==> config.mk <==
export PLATFORM = sky130hd
export DESIGN_NAME = bram_stream_reader
export DESIGN_NICKNAME = d
export VERILOG_FILES = /design/src/rtl/bram_stream_reader.sv
export SDC_FILE = /design/constraint.sdc
export NUM_CORES = 1
export LEC_CHECK = 0
export ABC_AREA = 1
export BUFFER_PORTS_ARGS = -buffer_cell sky130_fd_sc_hd__buf_4
export CORE_UTILIZATION = 50
export CTS_CLUSTER_SIZE = 14
export DETAILED_ROUTE_END_ITERATION = 10
export GPL_ROUTABILITY_DRIVEN = 0
export HOLD_SLACK_MARGIN = 0.03
export PLACE_DENSITY_LB_ADDON = 0.15
export SLEW_MARGIN = 20
export SYNTH_ARGS = -nofsm -noshare
export SYNTH_HDL_FRONTEND = slang
export SYNTH_SLANG_ARGS = --single-unit
==> constraint.sdc <==
create_clock -name clock -period 2.85 [get_ports clock]
set_input_delay 0 -clock clock [delete_from_list [all_inputs] [get_ports clock]]
set_output_delay 0 -clock clock [all_outputs]
set_load 0.01 [all_outputs]
==> src/rtl/bram_stream_reader.sv <==
// Streams a contiguous, wrapping BRAM address range out on a valid/ready port.
// The BRAM's one-cycle read latency is hidden by a 2-entry output FIFO with credit-based issue.
module bram_stream_reader #(
   parameter int BRAM_ADDR_WIDTH = 10,
   parameter int BRAM_DATA_WIDTH = 8
) (
   input  logic                       clock,
   input  logic                       reset_n,
   input  logic                       start,
   input  logic [BRAM_ADDR_WIDTH-1:0] base_addr,
   input  logic [BRAM_ADDR_WIDTH:0]   length,
   output logic                       busy,
   output logic                       done,
   output logic [BRAM_ADDR_WIDTH-1:0] rd_addr,
   input  logic [BRAM_DATA_WIDTH-1:0] rd_data,
   output logic [BRAM_DATA_WIDTH-1:0] out_data,
   output logic                       out_valid,
   input  logic                       out_ready
);

   localparam logic [1:0] IDLE  = 2'd0;
   localparam logic [1:0] READ  = 2'd1;
   localparam logic [1:0] DRAIN = 2'd2;

   localparam logic [BRAM_ADDR_WIDTH-1:0] ADDR_ONE = 1;
   localparam logic [BRAM_ADDR_WIDTH:0]   REM_ONE  = 1;
   localparam logic [BRAM_ADDR_WIDTH:0]   REM_ZERO = 0;

   logic [1:0]                 state;
   logic [BRAM_ADDR_WIDTH-1:0] addr_reg;
   logic [BRAM_ADDR_WIDTH:0]   remaining;
   logic                       pending;
   logic                       tail_valid;
   logic [BRAM_DATA_WIDTH-1:0] tail_data;

   logic       pop;
   logic       push;
   logic       issue;
   logic       last_pop;
   logic [1:0] occupancy;
   logic [1:0] credit;

   assign pop       = out_valid & out_ready;
   assign push      = pending;
   assign busy      = (state != IDLE);
   assign rd_addr   = addr_reg;

   // Words already buffered or in flight must leave room for the read issued now.
   assign occupancy = {1'b0, out_valid} + {1'b0, tail_valid} + {1'b0, pending};
   assign credit    = 2'd1 + {1'b0, pop};
   assign issue     = (state == READ) && (occupancy <= credit);
   assign last_pop  = (state == DRAIN) && pop && !tail_valid && !pending;

   always_ff @(posedge clock or negedge reset_n) begin
      if (!reset_n) begin
         state     <= IDLE;
         addr_reg  <= '0;
         remaining <= '0;
         pending   <= 1'b0;
         done      <= 1'b0;
      end else begin
         done    <= 1'b0;
         pending <= issue;
         case (state)
            IDLE: begin
               if (start) begin
                  addr_reg  <= base_addr;
                  remaining <= length;
                  if (length == REM_ZERO) done  <= 1'b1;
                  else                    state <= READ;
               end
            end
            READ: begin
               if (issue) begin
                  addr_reg  <= addr_reg + ADDR_ONE;
                  remaining <= remaining - REM_ONE;
                  if (remaining == REM_ONE) state <= DRAIN;
               end
            end
            DRAIN: begin
               if (last_pop) begin
                  state <= IDLE;
                  done  <= 1'b1;
               end
            end
            default: state <= IDLE;
         endcase
      end
   end

   // Head register doubles as the registered output; tail absorbs one word of backpressure.
   always_ff @(posedge clock or negedge reset_n) begin
      if (!reset_n) begin
         out_valid  <= 1'b0;
         out_data   <= '0;
         tail_valid <= 1'b0;
         tail_data  <= '0;
      end else begin
         case ({out_valid, tail_valid})
            2'b00: begin
               if (push) begin
                  out_valid <= 1'b1;
                  out_data  <= rd_data;
               end
            end
            2'b10: begin
               if (pop && push) begin
                  out_data <= rd_data;
               end else if (pop) begin
                  out_valid <= 1'b0;
               end else if (push) begin
                  tail_valid <= 1'b1;
                  tail_data  <= rd_data;
               end
            end
            2'b11: begin
               if (pop) begin
                  out_data <= tail_data;
                  if (push) tail_data  <= rd_data;
                  else      tail_valid <= 1'b0;
               end
            end
            default: begin
               tail_valid <= 1'b0;
            end
         endcase
      end
   end

   fifo_no_overflow: assert property (@(posedge clock) disable iff (!reset_n)
      !(push && !pop && out_valid && tail_valid));

endmodule

==> metrics, run 1 <==
Design Area, Final around 3400 sq um; post-CTS setup buffers 0; CTS root buf clkbuf_8; Post-Syn Instances 386; synth top area cells dfrtp_1, nand2_1, nor2_1, inv_1, nand3_1; fin crit share 0.8845; Initial Util 0.5248; Setup crit start out_valid$_DFFE_PN0P_; I/O pins 54; Max Fclk 396.7 MHz; Yosys top cell by area dfrtp_1; leak pwr 1.831 nW; worst hold path class input pin to flip-flop; FF-to-FF Start out_valid$_DFFE_PN0P_; first-pass GRT wire length between 10000 and 15000 microns; post-route setup TNS 0 ps; most frequent cells in the layout nand2_1, buf_4, nor2_1; largest net degree at the start of global routing 44; clk slew on worst S/H paths 90 ps; Hold Vio Cnt, Final 0; layout cells sized above 1 0.1882; GRT overflow 0; CP Data Arrival Time 2720 ps; CTS tree done; max cap viols 0; # clock sinks 43; n_diodes 0; r2r endpoint remaining[2]$_DFFE_PN0P_; slowest cell on the critical path fa_1; critical path required time between 3000 and 4000 ps; CP endpoint kind flip-flop; Syn. warnings 0; Switching Fraction 0.4907; hold_ws 32.03 ps; most common cell after layout, fill and taps aside nand2_1; total power 4.365 mW; Area Overhead vs Synth 27.50%; Placed Area 3123 sq um; Startpoint Class flip-flop; Iter 0 DRT Violations 134; Die Span X roughly 75 microns; Period minus WS final 2521 ps; Final Setup Violations 0; Seq pwr share 0.278; Max rail drop VDD 0.5756 mV; Setup CP Type flip-flop to flip-flop; Wirelength per Cell ~12 microns; post-placement cell count between 400 and 500; die area 5693 sq um; status finished clean; Cell variety after synth 31; Clock power frac 0.114; fin cells 527; Mapped Nets between 400 and 500; Mapped Avg Cell Area 6.989 sq um; crit-path max FO 20; Worst-Skew Late Latency 300 ps; Gate power share 0.608; post-synthesis sequential area ratio 0.3989; worst path cell trace inv_1, fa_1, ha_1, nand2_1, nand2_1, nand2_1, nand2_1, o21ai_0, nand2_1, nand2_1; initial antenna violation count 0; pwr dens roughly 1300 nW/um^2; Slew headroom 0.5274; R2R Setup Slk 330 ps; routed wire length 6088 microns; Max Slew Vio Count 0; Post-Syn Area 2698 sq um; cell internal pwr 2.223 mW; GRT Overall Usage 0.2371; number of buffers created by CTS 5; Die H 75.45 microns; Yosys reg bits 43; crit-path most repeated cell nand2_1; Rows 26; clock tree buffer depth 2; Clock Skews 6.435 ps; via count 2585; Detailed Place HPWL 4095 microns; Fillers 464; Worst-Margin Slew 708.9 ps; NetSw 2.142 mW; Largest stage delay, worst path 500 ps; crit path to remaining[2]$_DFFE_PN0P_; vias per inst 4.905; reg2reg path depth 10; first drt pass iteration count 4; unrepaired setup endpoints after global routing false; Remaining DRCs 0; Final Net Count 498; ANT nets after route 0; H-tree level count 2; core area just over 5000 sq um; vias in the first global route 2349; IO Port Bufs 53; top-area cell type share of the netlist area 0.3989
==> synthesized netlist by cell type (all sizes together) <==
cell / number
and2: 1
o2111ai: 1
nand3: 29
a21boi: 1
or2: 4
o21bai: 1
nand2: 129
o21ai: 44
xor2: 1
nand3b: 1
o211ai: 4
a21oi: 4
nand4: 3
dfrtp: 43
o21a: 1
inv: 46
fa: 1
nor2: 50
buf: 11
clkbuf: 1
nor3: 2
ha: 8
==> stage by stage <==
step,utilization,setup WS (ps)
2_1_floorplan,-,779.6
3_3_place_gp,0.6076,462.4
3_5_place_dp,0.6076,384.2
4_1_cts,0.6692,338.4
5_1_grt,0.6692,24.20
6_report,0.6692,329.3
==> logic make-up after synthesis <==
family                   after synthesis  share of synthesized area
AO/OA/AOI/OAI                         56                     0.1280
adder cells (fa/ha/maj)                9                    0.04453
buffers and inverters                 58                    0.09183
AND/OR/NAND/NOR                      219                     0.3335
flip-flops                            43                     0.3989
XOR/XNOR                               1                   0.003247
==> sequential cells by signal, indices dropped and copies added, names as in the netlist <==
| signal | flops |
|---|---|
| tail_valid | 1 |
| remaining | 11 |
| out_data | 8 |
| pending | 1 |
| out_valid | 1 |
| rd_addr | 10 |
| done | 1 |
| state | 2 |
| tail_data | 8 |
==> how the worst min path moves through the flow <==
stage                         start                  endpoint  slack [ps]  cells after the start
after floorplan             reset_n            done$_DFF_PN0_        -300                      0
after global placement      reset_n            done$_DFF_PN0_          40                      1
after detailed placement    reset_n            done$_DFF_PN0_          40                      1
after CTS                 length[0]  remaining[0]$_DFFE_PN0P_          30                      5
after global routing      length[8]  remaining[8]$_DFFE_PN0P_          40                      5
final                     length[8]  remaining[8]$_DFFE_PN0P_          30                      5
==> power groups by stage <==
stage / clock network, mW / registers (mW) / logic (mW)
finish: 0.498 / 1.21 / 2.65
global route: 0.532 / 1.25 / 3.09
CTS: 0.513 / 1.21 / 2.68
detailed placement: 0 / 1.21 / 2.64
global placement: 0 / 1.20 / 2.55
floorplan: 0 / 1.22 / 2.04
==> area by class of cell <==
class / instances / area (sq um) / share of cell area
clock buffer: 5 / 68.82 / 0.02001
tap: 70 / 87.58 / 0.02546
multi-input combinational: 285 / 1374 / 0.3994
inverter: 46 / 172.7 / 0.05020
clock inverter: 3 / 47.55 / 0.01382
sequential: 43 / 1076 / 0.3128
timing repair buffer: 75 / 613.1 / 0.1782
==> worst max-delay path: cells and delay by family (launching register included) <==
| family | cells | cell delay [ps] |
|---|---|---|
| adder cells (fa/ha/maj) | 2 | 780 |
| buffers and inverters | 1 | 120 |
| AO/OA/AOI/OAI | 1 | 180 |
| AND/OR/NAND/NOR | 6 | 870 |
| flip-flops | 1 | 470 |
==> repair_timing <==
action / CTS / global route
gates resized for setup: 0 / 0
hold buffers: 20 / 0
endpoints found under the hold margin: 62 / 0
==> per-layer routing <==
metal | GRT usage | vias up | part of all wire
li1 | - | 1362 | -
met1 | 0.3065 | 1165 | 0.46
met4 | 0.05761 | 0 | 0.0034
met2 | 0.4097 | 54 | 0.49
met5 | 0 | - | 0
met3 | 0.04762 | 4 | 0.042
(Power assumes the default switching activity.)
==> inputs of run 2 (changes only) <==
- CTS_BUF_LIST: unset -> sky130_fd_sc_hd__clkbuf_16
==> run 2 against run 1 <==
Sequential share of layout area barely moved. Clock power grew 35%. Largest power group unchanged. Global-route usage down 0.083 points. Sequential power is essentially flat. Power rose by 4.4%. Sequential cell count unchanged. Design area decreased by 0.11%. Clock skew down 1.9 ps.
==> metrics, run 2 (synthesized netlist as in run 1, its figures left out) <==
layout cells sized above 1 0.1907 (+0.002504); vias per inst 4.960 (+1.1%); Resized cells post-CTS 0 (unchanged); R2R Setup Slk 350 ps (+20 ps); Top reg by flops remaining; Fillers 461 (-0.65%); n_diodes 0 (unchanged); critical path required time 3030 ps (-20 ps); die area 5693 sq um (unchanged); H-tree level count 2 (unchanged); Final Net Count 492 (-1.2%); Setup CP Type flip-flop to flip-flop; GRT overflow 0 (unchanged); fin crit share 0.8779 (-0.006591); CTS tree done; GRT Overall Usage 0.2362 (-0.0008321); Detailed Place HPWL 4095 microns (unchanged); most common cell after layout, fill and taps aside nand2_1; max cap viols 0 (unchanged); CTS root buf clkbuf_16; Worst-Margin Slew 729.7 ps (+20.76 ps); Max Slew Vio Count 0 (unchanged); worst hold path class input pin to flip-flop; Startpoint Class flip-flop; pwr dens 1326 nW/um^2 (+4.5%); vias in the first global route 2347 (-0.085%); hold buffers post-CTS 14 (-30%); first drt pass iteration count 4 (unchanged); Clock Skews 4.489 ps (-1.945 ps); CP endpoint kind flip-flop; number of buffers created by CTS 5 (unchanged); Max Fclk 399.7 MHz (+0.75%); via count 2584 (-0.039%); clk slew on worst S/H paths 70 ps (-20 ps); multi-input logic area 1374 sq um (unchanged); Period minus WS final 2502 ps (-18.78 ps); Remaining DRCs 0 (unchanged); Wirelength per Cell 11.79 microns (+2.0%); # clock sinks 43 (unchanged); crit-path max FO 20 (unchanged); leak pwr 1.832 nW (about the same); Rows 26 (unchanged); IO Port Bufs 53 (unchanged); max reg flops 11 (unchanged); Final Setup Violations 0 (unchanged); first-pass GRT wire length 10300 microns (+0.26%); Iter 0 DRT Violations 148 (+10%); status finished clean; I/O pins 54 (unchanged); post-route setup TNS 0 ps (unchanged); Hold Path Depth 5 (unchanged); Die Span X 75.45 microns (unchanged); CP Data Arrival Time 2680 ps (-40 ps); largest net degree at the start of global routing 44 (unchanged); Die H 75.45 microns (unchanged); initial antenna violation count 0 (unchanged); ANT nets after route 0 (unchanged); Initial Util 0.5248 (unchanged); total power 4.555 mW (+4.4%); Hold Vio Cnt, Final 0 (unchanged); clock tree buffer depth 2 (unchanged); Max rail drop VDD 0.6257 mV (+8.7%); Slew headroom 0.5136 (-0.01384); core area 5140 sq um (unchanged); register area 1076 sq um (unchanged); routed wire length 6141 microns (+0.87%); reg2reg path depth 10 (unchanged); unrepaired setup endpoints after global routing false; Worst-Skew Late Latency 280 ps (-20 ps); post-CTS setup buffers 0 (unchanged); most frequent cells in the layout nand2_1, buf_4, nor2_1; Area Overhead vs Synth 27.37%
[run 2: final timing paths]
check / start / end
worst max-delay path: out_valid$_DFFE_PN0P_ / remaining[2]$_DFFE_PN0P_
worst min-delay path: base_addr[9] / rd_addr[9]$_DFFE_PN0P_
worst max register to register: out_valid$_DFFE_PN0P_ / remaining[2]$_DFFE_PN0P_
worst min register to register: tail_data[5]$_DFFE_PN0P_ / tail_data[5]$_DFFE_PN0P_
max in group asynchronous: reset_n / rd_addr[3]$_DFFE_PN0P_
min in group asynchronous: reset_n / out_valid$_DFFE_PN0P_
[run 2: stage by stage]
| stage | std cells | setup WS, ps | instance area, sq um | hold WS [ps] | utilization |
|---|---|---|---|---|---|
| after floorplan | 386 | 779.6 | 2698 | -295.6 | - |
| after global placement | 499 | 462.4 | 3123 | 38.96 | 0.6076 |
| after detailed placement | 499 | 384.2 | 3123 | 43.95 | 0.6076 |
| after CTS | 521 | 324.3 | 3436 | 38.83 | 0.6685 |
| after global routing | 521 | 9.252 | 3436 | 66.25 | 0.6685 |
| final | 521 | 348.1 | 3436 | 40.12 | 0.6685 |
[run 2: area by class of cell]
type	instances	share of cell area
flip-flops and latches	43	0.3132
inverters	46	0.05025
well taps	70	0.02549
clock buffers	5	0.03642
clock inverters	3	0.01384
repair buffers	69	0.1610
multi-input cells	285	0.3999
[run 2: critical path, stage by stage (launching register included)]
cell     delay (ps)
dfrtp_1         450
inv_1           110
fa_1            500
ha_1            290
nand2_1          50
nand2_1         110
nand2_1          90
nand2_1         470
o21ai_0         180
nand2_1          90
nand2_1          50
[run 2: power breakdown]
part / switching, mW / internal [mW] / leakage, nW
Combinational: 1.66 / 1.01 / 1.22
Sequential: 0.269 / 0.944 / 0.526
Clock: 0.253 / 0.418 / 0.0844
Total: 2.18 / 2.37 / 1.83
[run 2: metal layers]
layer | share of wire | track usage
met3 | 0.047 | 0.04233
met2 | 0.49 | 0.4077
met5 | 0 | 0
met1 | 0.46 | 0.3148
met4 | 0.0044 | 0.04321
==> inputs of run 3 (changes only) <==
- CORE_ASPECT_RATIO: unset -> 2
- clock period: 2.85 -> 2.02 ns (I/O delays scaled with it)
==> run 3 against run 2 <==
Power increased by 81%. Worst setup slack lost 360 ps. Wire length rose by 19%. Critical path type unchanged. Die area grew 0.32%. The run now ends with negative setup slack left. Worst hold slack lost 6.2 ps. Design area increased by 8.6%. Largest power group unchanged. Clock skew rose by 5.3 ps. Sequential cell count did not move. Count of clock-buffer cells in the layout is the same.
==> metrics, run 3 (synthesized netlist as in run 1, its figures left out) <==
status finished, violations left; violated checks negative setup slack; cell depth of the worst setup path 10 (unchanged); slowest cell on the critical path fa_1; Startpoint Class flip-flop; most common cell after layout, fill and taps aside nand2_1; post-route setup TNS -13.42 ps (-13.42 ps); Die H 105.9 microns (+40%); final core occ 0.7196 (+0.05114); Hold Vio Cnt, Final 0 (unchanged); Clock Skews 9.813 ps (+5.324 ps); Largest stage delay, worst path 530 ps (+30 ps); die area 5711 sq um (+0.32%); layout cells sized above 1 0.2463 (+0.05557); Detailed Place HPWL 4890 microns (+19%); Hold Path Depth 5 (unchanged); r2r endpoint rd_addr[3]$_DFFE_PN0P_; worst-case hold path end point rd_addr[7]$_DFFE_PN0P_; vias in the first global route 2544 (+8.4%); Top reg by flops remaining; Setup CP Type flip-flop to flip-flop; Gate power share 0.665 (+0.079); Area Overhead vs Synth 38.31%; crit-path max FO 5 (-75%); Final Setup Violations 1 (+1); fin crit share 1.007 (+0.1288); core area 5185 sq um (+0.88%); Max Slew Vio Count 0 (unchanged); largest net degree at the start of global routing 44 (unchanged); Placed Area 3207 sq um (+2.7%); NetSw 3.681 mW (+69%); routed wire length 7278 microns (+19%); CTS tree done; Worst-Margin Slew 588.1 ps (-141.6 ps); CTS root buf clkbuf_16; Hold Crit Start base_addr[7]; ANT nets after route 0 (unchanged); hold_ws 33.91 ps (-6.212 ps); Slew headroom 0.6079 (+0.09437); Max Fclk 491.8 MHz (+23%); first-pass GRT wire length 10810 microns (+5.0%); CP Data Arrival Time 2210 ps (-470 ps); Clock power frac 0.128 (-0.019); critical path required time 2190 ps (-840 ps); GRT Overall Usage 0.2578 (+0.02158); max reg flops 11 (unchanged); setup ws final -13.42 ps (-361.5 ps); Max rail drop VDD 1.910 mV (+210%); pwr dens 2211 nW/um^2 (+67%); GRT overflow 0 (unchanged); H-tree level count 2 (unchanged); crit-path most repeated cell nand2_1; Fillers 425 (-7.8%); Seq pwr share 0.207 (-0.059); leak pwr 1.977 nW (+7.9%); Design Area, Final 3731 sq um (+8.6%); Initial Util 0.5203 (-0.004559); clk slew on worst S/H paths 70 ps (about the same); via count 2763 (+6.9%); first drt pass iteration count 5 (+1); I/O pins 54 (unchanged); reg2reg path depth 10 (unchanged); Rows 37 (+42%); vias per inst 5.263 (+6.1%); Iter 0 DRT Violations 64 (-57%); FF-to-FF Start out_valid$_DFFE_PN0P_; fin cells 525 (+0.77%); # clock sinks 43 (unchanged); initial antenna violation count 0 (unchanged); most frequent cells in the layout nand2_1, buf_4, nor2_1; Remaining DRCs 0 (unchanged); max cap viols 0 (unchanged); Worst-Skew Late Latency 290 ps (about the same); Wirelength per Cell 13.86 microns (+18%); Switching Fraction 0.4463 (-0.03239); CP delay by family, top adder cells; Final Net Count 508 (+3.3%); worst path cell trace inv_2, fa_1, ha_1, nand2_1, nand2_2, nand2_4, nand2_8, clkbuf_16, o211ai_1, nand2_1; CP endpoint kind flip-flop; IO Port Bufs 53 (unchanged); Die Span X 53.94 microns (-29%); unrepaired setup endpoints after global routing true; Critical path buffers and inverters 2 (+1); cell internal pwr 4.566 mW (+92%); Period minus WS final 2033 ps (-468.5 ps); R2R Setup Slk -10 ps (-360 ps); n_diodes 0 (unchanged); post-placement cell count 495 (-0.80%); worst hold path class input pin to flip-flop; number of buffers created by CTS 5 (unchanged); clock tree buffer depth 2 (unchanged)
-- run 3: changes by cell type in the layout (fill, tap and decap cells not counted), sizes merged --
cell and change:
buf +12, bufinv +1, clkbuf +3, clkinv -1
dlygate4sd3 +1
-- run 3: worst min-delay path: stages --
cell	delay, ps
buf_4	70
nor2_1	30
nor2_1	80
nand2_1	50
nand2_1	50
-- run 3: layout make-up --
type | instances | area, sq um | share of cell area
multi-input combinational | 285 | 1450 | 0.3887
sequential | 43 | 1077 | 0.2887
timing repair buffer | 85 | 769.5 | 0.2062
inverter | 46 | 172.7 | 0.04628
clock buffer | 5 | 125.1 | 0.03353
tap | 58 | 72.57 | 0.01945
clock inverter | 3 | 63.81 | 0.01710
-- run 3: power groups by stage --
stage,clock [mW],sequential [mW],combinational [mW]
final,1.05,1.71,5.48
after global routing,1.10,1.76,6.02
after CTS,1.06,1.69,4.31
after detailed placement,0,1.70,4.26
after global placement,0,1.68,4.10
after floorplan,0,1.72,2.88
-- run 3: what timing repair did --
item                       CTS  global route
pin swaps                    0             8
setup buffers                0             3
setup endpoints to repair    2            20
resized for setup            1            19
hold endpoints to repair    57             0
cloned                       0             4
hold buffers                15             0
-- run 3: per-stage QoR --
stage,power (mW),setup slack (ps)
4_1_cts,7.061,3.413
3_5_place_dp,5.955,-2.146
3_3_place_gp,5.778,71.04
5_1_grt,8.889,-106.5
6_report,8.248,-13.42
2_1_floorplan,4.605,15.86
-- run 3: worst max-delay path by stage --
stage | startpoint | to | slack [ps]
2_1_floorplan | out_valid$_DFFE_PN0P_ | rd_addr[6]$_DFFE_PN0P_ | 20
3_3_place_gp | tail_valid$_DFFE_PN0P_ | remaining[2]$_DFFE_PN0P_ | 70
3_5_place_dp | out_valid$_DFFE_PN0P_ | remaining[2]$_DFFE_PN0P_ | -2
4_1_cts | out_valid$_DFFE_PN0P_ | remaining[2]$_DFFE_PN0P_ | 3
5_1_grt | pending$_DFF_PN0_ | rd_addr[3]$_DFFE_PN0P_ | -110
6_report | out_valid$_DFFE_PN0P_ | rd_addr[3]$_DFFE_PN0P_ | -10
-- run 3: layer usage --
metal  part of all wire  GRT usage
met1               0.36     0.2582
met2               0.58     0.4780
met3              0.031    0.04329
met4              0.030     0.1109
met5                  0          0
